File: config.mk
export PLATFORM = sky130hd
export DESIGN_NAME = booth_seq_mult
export DESIGN_NICKNAME = d
export VERILOG_FILES = /design/src/rtl/booth_seq_mult.sv
export SDC_FILE = /design/constraint.sdc
export NUM_CORES = 1
export LEC_CHECK = 0
export ABC_AREA = 0
export CORE_ASPECT_RATIO = 0.8
export CORE_UTILIZATION = 30
export CTS_CLUSTER_SIZE = 14
export DETAILED_ROUTE_END_ITERATION = 8
export PLACE_DENSITY_LB_ADDON = 0.08
export SLEW_MARGIN = 30
export SYNTH_ARGS = -nofsm -noshare
export SYNTH_HDL_FRONTEND = slang
export SYNTH_SLANG_ARGS = --single-unit
File: constraint.sdc
create_clock -name clk -period 7.6 [get_ports clk]
set_input_delay 1.52 -clock clk [delete_from_list [all_inputs] [get_ports clk]]
set_output_delay 1.52 -clock clk [all_outputs]
set_load 0.03 [all_outputs]
File: src/rtl/booth_seq_mult.sv
// -----------------------------------------------------------------------------
// booth_seq_mult
//
// Sequential radix-2 Booth multiplier for signed two's-complement operands.
// One Booth step is performed per clock, so a multiply takes WIDTH iteration
// cycles plus one FINISH cycle. An IDLE cycle follows before the next start
// can be accepted.
//
// Ports
//   clk           in   single clock, rising edge
//   rst           in   synchronous active-high reset
//   start         in   begin a multiply (sampled only while ready=1)
//   multiplicand  in   signed M, captured on the accepted start
//   multiplier    in   signed Q, captured on the accepted start
//   ready         out  idle and able to accept start
//   busy          out  Booth iterations in progress
//   done          out  one-cycle pulse, product valid
//   product       out  signed M*Q, held stable between done pulses
// -----------------------------------------------------------------------------
module booth_seq_mult #(
    parameter int WIDTH = 16
) (
    input  logic                 clk,
    input  logic                 rst,
    input  logic                 start,
    input  logic [WIDTH-1:0]     multiplicand,
    input  logic [WIDTH-1:0]     multiplier,
    output logic                 ready,
    output logic                 busy,
    output logic                 done,
    output logic [2*WIDTH-1:0]   product
);

    // Counter must represent 0..WIDTH-1 with headroom.
    localparam int CNT_W = $clog2(WIDTH) + 1;

    typedef enum logic [1:0] {
        S_IDLE   = 2'd0,
        S_RUN    = 2'd1,
        S_FINISH = 2'd2
    } state_t;

    state_t               r_state;
    state_t               w_state_next;

    // Accumulator and multiplicand carry one extra sign bit so that A-M
    // cannot overflow, even for M = -2^(WIDTH-1).
    logic [WIDTH:0]       r_a;
    logic [WIDTH:0]       r_m;
    // Multiplier extended with the implicit Q[-1] bit at the LSB.
    logic [WIDTH:0]       r_q;
    logic [CNT_W-1:0]     r_cnt;
    logic [2*WIDTH-1:0]   r_product;

    logic                 w_accept;
    logic                 w_last_step;
    logic [WIDTH:0]       w_sum;
    logic [WIDTH:0]       w_a_shift;
    logic [WIDTH:0]       w_q_shift;

    // -------------------------------------------------------------------------
    // FSM state register
    // -------------------------------------------------------------------------
    // NOTE: sequential state uses non-blocking (<=) so every register samples
    // the pre-edge values; blocking here would create order-dependent races.
    always_ff @(posedge clk) begin
        if (rst) begin
            r_state <= S_IDLE;
        end else begin
            r_state <= w_state_next;
        end
    end

    // -------------------------------------------------------------------------
    // FSM next-state and status outputs
    // -------------------------------------------------------------------------
    // NOTE: every output of this block is given a default first, so no path
    // leaves a signal unassigned and no latch is inferred.
    always_comb begin
        w_state_next = r_state;
        ready        = 1'b0;
        busy         = 1'b0;
        done         = 1'b0;
        unique case (r_state)
            S_IDLE: begin
                ready = 1'b1;
                if (start) begin
                    w_state_next = S_RUN;
                end
            end
            S_RUN: begin
                busy = 1'b1;
                if (w_last_step) begin
                    w_state_next = S_FINISH;
                end
            end
            S_FINISH: begin
                done         = 1'b1;
                w_state_next = S_IDLE;
            end
            default: begin
                w_state_next = S_IDLE;
            end
        endcase
    end

    assign w_accept    = (r_state == S_IDLE) && start;
    assign w_last_step = (r_state == S_RUN) && (r_cnt == CNT_W'(WIDTH - 1));

    // -------------------------------------------------------------------------
    // Booth step: add/subtract selected by the two LSBs of Q_ext, followed by
    // an arithmetic right shift across {A, Q_ext}.
    // -------------------------------------------------------------------------
    always_comb begin
        w_sum = r_a;
        unique case (r_q[1:0])
            2'b01:   w_sum = r_a + r_m;
            2'b10:   w_sum = r_a - r_m;
            default: w_sum = r_a;
        endcase
    end

    assign w_a_shift = {w_sum[WIDTH], w_sum[WIDTH:1]};
    assign w_q_shift = {w_sum[0], r_q[WIDTH:1]};

    // -------------------------------------------------------------------------
    // Datapath registers
    // -------------------------------------------------------------------------
    // NOTE: all datapath registers are reset (not just the FSM) because the
    // product is architecturally visible and must read zero after reset.
    always_ff @(posedge clk) begin
        if (rst) begin
            r_a       <= '0;
            r_m       <= '0;
            r_q       <= '0;
            r_cnt     <= '0;
            r_product <= '0;
        end else begin
            unique case (r_state)
                S_IDLE: begin
                    if (w_accept) begin
                        r_m   <= {multiplicand[WIDTH-1], multiplicand};
                        r_a   <= '0;
                        r_q   <= {multiplier, 1'b0};
                        r_cnt <= '0;
                    end
                end
                S_RUN: begin
                    r_a   <= w_a_shift;
                    r_q   <= w_q_shift;
                    r_cnt <= r_cnt + 1'b1;
                    // The final step's result is captured on the edge that
                    // enters FINISH, so product is already valid while done
                    // is high.
                    if (w_last_step) begin
                        r_product <= {w_a_shift[WIDTH-1:0], w_q_shift[WIDTH:1]};
                    end
                end
                default: begin
                end
            endcase
        end
    end

    assign product = r_product;

endmodule
==> impl_metrics.py <==
metrics = {
    "critical_path": {
        "rr_worst_depth": 10,
        "worst-endpoint-required_ps": 6080,
        "cp_data_arrival_time_ps": 2750,
        "critical_path_endpoint_category": "output pin",
        "worstSetupPathType": "reg2out",
        "cp-start-kind": "flop",
        "critPathMaxFanout": 53,
    },
    "floorplan": {
        "floorplan.rows": 40,
        "floorplan_die_width_um": 141,
        "boundaryPins": 70,
        "die_h_um": 113,
        "core-area_um2": 15000,
        "floorplan_die_area_um2": 15900,
        "initial_core_util_pct": 30.8,
    },
    "power_and_ir_drop": {
        "comb_power_share_pct": 23.8,
        "p_leak_nw": 2.01,
        "seqPwrFrac_pct": 38.7,
        "clkPwrFrac_pct": 37.4,
        "power_density_of_the_placed_cells_nw_per_um2": 226,
        "netSwitchingFraction_pct": 30.1,
        "power.ir.vdd_worst_v": 0.000117,
        "power.internal_uw": 903,
        "switching_power_uw": 389,
    },
    "worst_hold_path": {
        "holdCritPathClass": "reg2reg",
        "hold_path_depth": 2,
    },
    "yosys": {
        "sequential_element_share_of_the_synthesized_area_pct": 38.1,
        "synth_warnings": 0,
        "synth_ff_type": "sky130_fd_sc_hd__dfxtp_1",
        "gate_count_after_technology_mapping": 583,
        "netlist.top_cell.by_area": "sky130_fd_sc_hd__dfxtp_1",
        "dominant_cell_by_count_in_the_synthesized_netlist": "sky130_fd_sc_hd__nand2_1",
        "synth_edf_count": 0,
        "synth_async_sr_flop_share_pct": 0,
        "syn-num-nets": 639,
        "synth.cell_area_um2": 4620,
        "synth.area.top_cells": "sky130_fd_sc_hd__dfxtp_1, sky130_fd_sc_hd__nand2_1, sky130_fd_sc_hd__a21oi_1",
        "synth_area_per_cell_um2": 7.93,
        "synth_cell_type_count": 63,
        "yosys.area.top_type_share_pct": 38.1,
        "yosys_register_bits": 88,
        "synthTopCellsByCount": "sky130_fd_sc_hd__nand2_1, sky130_fd_sc_hd__dfxtp_1, sky130_fd_sc_hd__a21oi_1",
    },
    "grt": {
        "initial_antenna_violation_count": 0,
        "gr-total-overflow": 0,
        "first_global_vias": 3925,
        "wire_length_of_the_first_global_routing_pass_mm": 19.4,
        "grtUsageTotal_pct": 15.2,
        "grt_max_degree": 92,
    },
    "routing": {
        "final_routed_wirelength_across_all_metal_layers_mm": 11.4,
        "post_drt_via_cell_ratio": 5.10,
        "drt_drc_violations_left": 0,
        "antenna_violating_nets_post_route": 0,
        "routedWlPerCell_um": 14.0,
        "detail_route.first_pass.iterations": 5,
        "drt_iter0_drc": 192,
        "num_vias": 4170,
    },
    "clock_network": {
        "tritoncts": "yes",
        "postCtsSetupRepairBufs": 0,
        "worstSkewPairLatency_ps": 340,
        "ctsLongestPathBuffers": 2,
        "cts-buffers-inserted": 9,
        "clock_sinks": 88,
        "cts_max_level": 3,
        "ctsRootBufferMaster": "sky130_fd_sc_hd__clkbuf_16",
        "clk_slew_on_worst_s_h_paths_ps": 70,
        "postCtsResizedCells": 0,
        "ctsHoldBuffers": 0,
    },
    "timing": {
        "post-route-period-util_pct": 56.2,
        "fin_setup_tns_ps": 0,
        "fmaxAchievable_mhz": 234,
        "rsz_0062_raised_after_global_routing": "false",
        "worst_clock_skew_ps": 8.67,
        "timing_max_transition_violations_final": 0,
        "final_hold_viol_count": 0,
        "timing.max_slew.rel_slack_pct": 40.1,
        "timing_worst_slew_pin_value_ps": 897,
        "finalSetupViolCount": 0,
        "finalCriticalPeriod_ps": 4270,
        "whs_ps": 454,
    },
    "layout": {
        "net_count_final": 680,
        "area_growth_synth_to_finish_pct": 23.6,
        "post_route_cells_drive_above_1_share_pct": 5.41,
        "antenna_cells_inserted": 0,
    },
    "placement": {
        "gp_congestion": 0.766,
        "io_buffers": 69,
        "estimated_wirelength_of_the_detail_placed_design_mm": 7.62,
    },
    "status": {
        "run_status": "complete, no violations",
    },
    "job": {
        "maxCapViolations": 0,
    },
}
layout make-up:
type | instances | area (um2)
repair buffers | 74 | 727
clock inverters | 6 | 92.6
clock buffers | 9 | 225
fillers | 1584 | 9300
inverters | 11 | 41.3
multi-input cells | 440 | 2630
well taps | 189 | 236
flip-flops and latches | 88 | 1760
worst max-delay path, stage by stage (launching register included):
cell,delay [ps]
sky130_fd_sc_hd__dfxtp_1,340
sky130_fd_sc_hd__nand2b_4,490
sky130_fd_sc_hd__clkinv_1,770
sky130_fd_sc_hd__clkdlybuf4s50_1,810
path summary, 6_finish.rpt:
check | startpoint | endpoint | slack, ps
worst max-delay path | r_state[1] | busy | 3330
worst min-delay path | product[1] | product[1] | 450
worst max register to register | r_q[1] | r_a[13] | 4160
worst min register to register | product[1] | product[1] | 450
cell usage in the layout (no fill, tap or decap), types with 3 or more instances in the layout:
| cell type | Yosys | routed |
|---|---|---|
| sky130_fd_sc_hd__a21oi_1 | 69 | 69 |
| sky130_fd_sc_hd__nand4b_1 | 3 | 3 |
| sky130_fd_sc_hd__a31oi_1 | 8 | 8 |
| sky130_fd_sc_hd__buf_4 | 5 | 4 |
| sky130_fd_sc_hd__ha_1 | 20 | 20 |
| sky130_fd_sc_hd__xnor2_1 | 22 | 22 |
| sky130_fd_sc_hd__nor2_1 | 58 | 58 |
| sky130_fd_sc_hd__inv_1 | 10 | 10 |
| sky130_fd_sc_hd__nand3b_1 | 4 | 4 |
| sky130_fd_sc_hd__nor2b_1 | 4 | 4 |
| sky130_fd_sc_hd__o21ai_0 | 8 | 8 |
| sky130_fd_sc_hd__nand2_1 | 119 | 119 |
| sky130_fd_sc_hd__o31ai_1 | 3 | 3 |
| sky130_fd_sc_hd__a311oi_1 | 25 | 25 |
| sky130_fd_sc_hd__nor3_1 | 13 | 13 |
| sky130_fd_sc_hd__clkbuf_16 | 0 | 9 |
| sky130_fd_sc_hd__o21a_1 | 4 | 4 |
| sky130_fd_sc_hd__mux2i_1 | 4 | 4 |
| sky130_fd_sc_hd__a211oi_1 | 13 | 13 |
| sky130_fd_sc_hd__a21o_1 | 4 | 4 |
| sky130_fd_sc_hd__and2_1 | 3 | 3 |
| sky130_fd_sc_hd__clkdlybuf4s50_1 | 0 | 68 |
| sky130_fd_sc_hd__nand2b_1 | 7 | 6 |
| sky130_fd_sc_hd__nand3_1 | 9 | 9 |
| sky130_fd_sc_hd__dfxtp_1 | 88 | 88 |
stage by stage:
stage / instances / power [mW] / instance area [um2] / worst slack (ps) / util, %
after global routing: 817 / 1.37 / 5710 / 3140 / 38.1
after detailed placement: 802 / 0.820 / 5390 / 3160 / 35.9
after global placement: 802 / 0.816 / 5390 / 3240 / 35.9
after floorplan: 583 / 0.749 / 4620 / 4570 / -
after CTS: 817 / 1.31 / 5700 / 2770 / 38.0
final: 817 / 1.29 / 5710 / 3330 / 38.1
cell families (layout without fill, tap and decap cells):
family | Yosys count | count (layout) | synth area share, %
adder cells (fa/ha/maj) | 21 | 21 | 5.85
flip-flops | 88 | 88 | 38.1
buffers and inverters | 55 | 100 | 5.17
multiplexers | 6 | 6 | 1.41
XOR/XNOR | 23 | 23 | 4.36
AND/OR/NAND/NOR | 236 | 236 | 22.7
AO/OA/AOI/OAI | 154 | 154 | 22.4
registers in the layout (all words and copies together) (netlist names):
register  flops
product      32
r_q          17
r_a          16
r_m          16
r_cnt         5
r_state       2
power by group through the flow:
stage	Combinational (mW)	Clock, mW	Sequential (mW)
finish	0.308	0.483	0.500
global route	0.350	0.515	0.503
CTS	0.312	0.501	0.500
detailed placement	0.309	0	0.511
global placement	0.306	0	0.510
floorplan	0.244	0	0.505
routing by layer:
layer / global-route usage [%] / share of wire [%]
met1: 20.6 / 50
met2: 24.3 / 45
met3: 2.96 / 3.3
met4: 4.57 / 1.2
met5: 0 / 0
No activity file was read; power rests on OpenSTA's default activity.
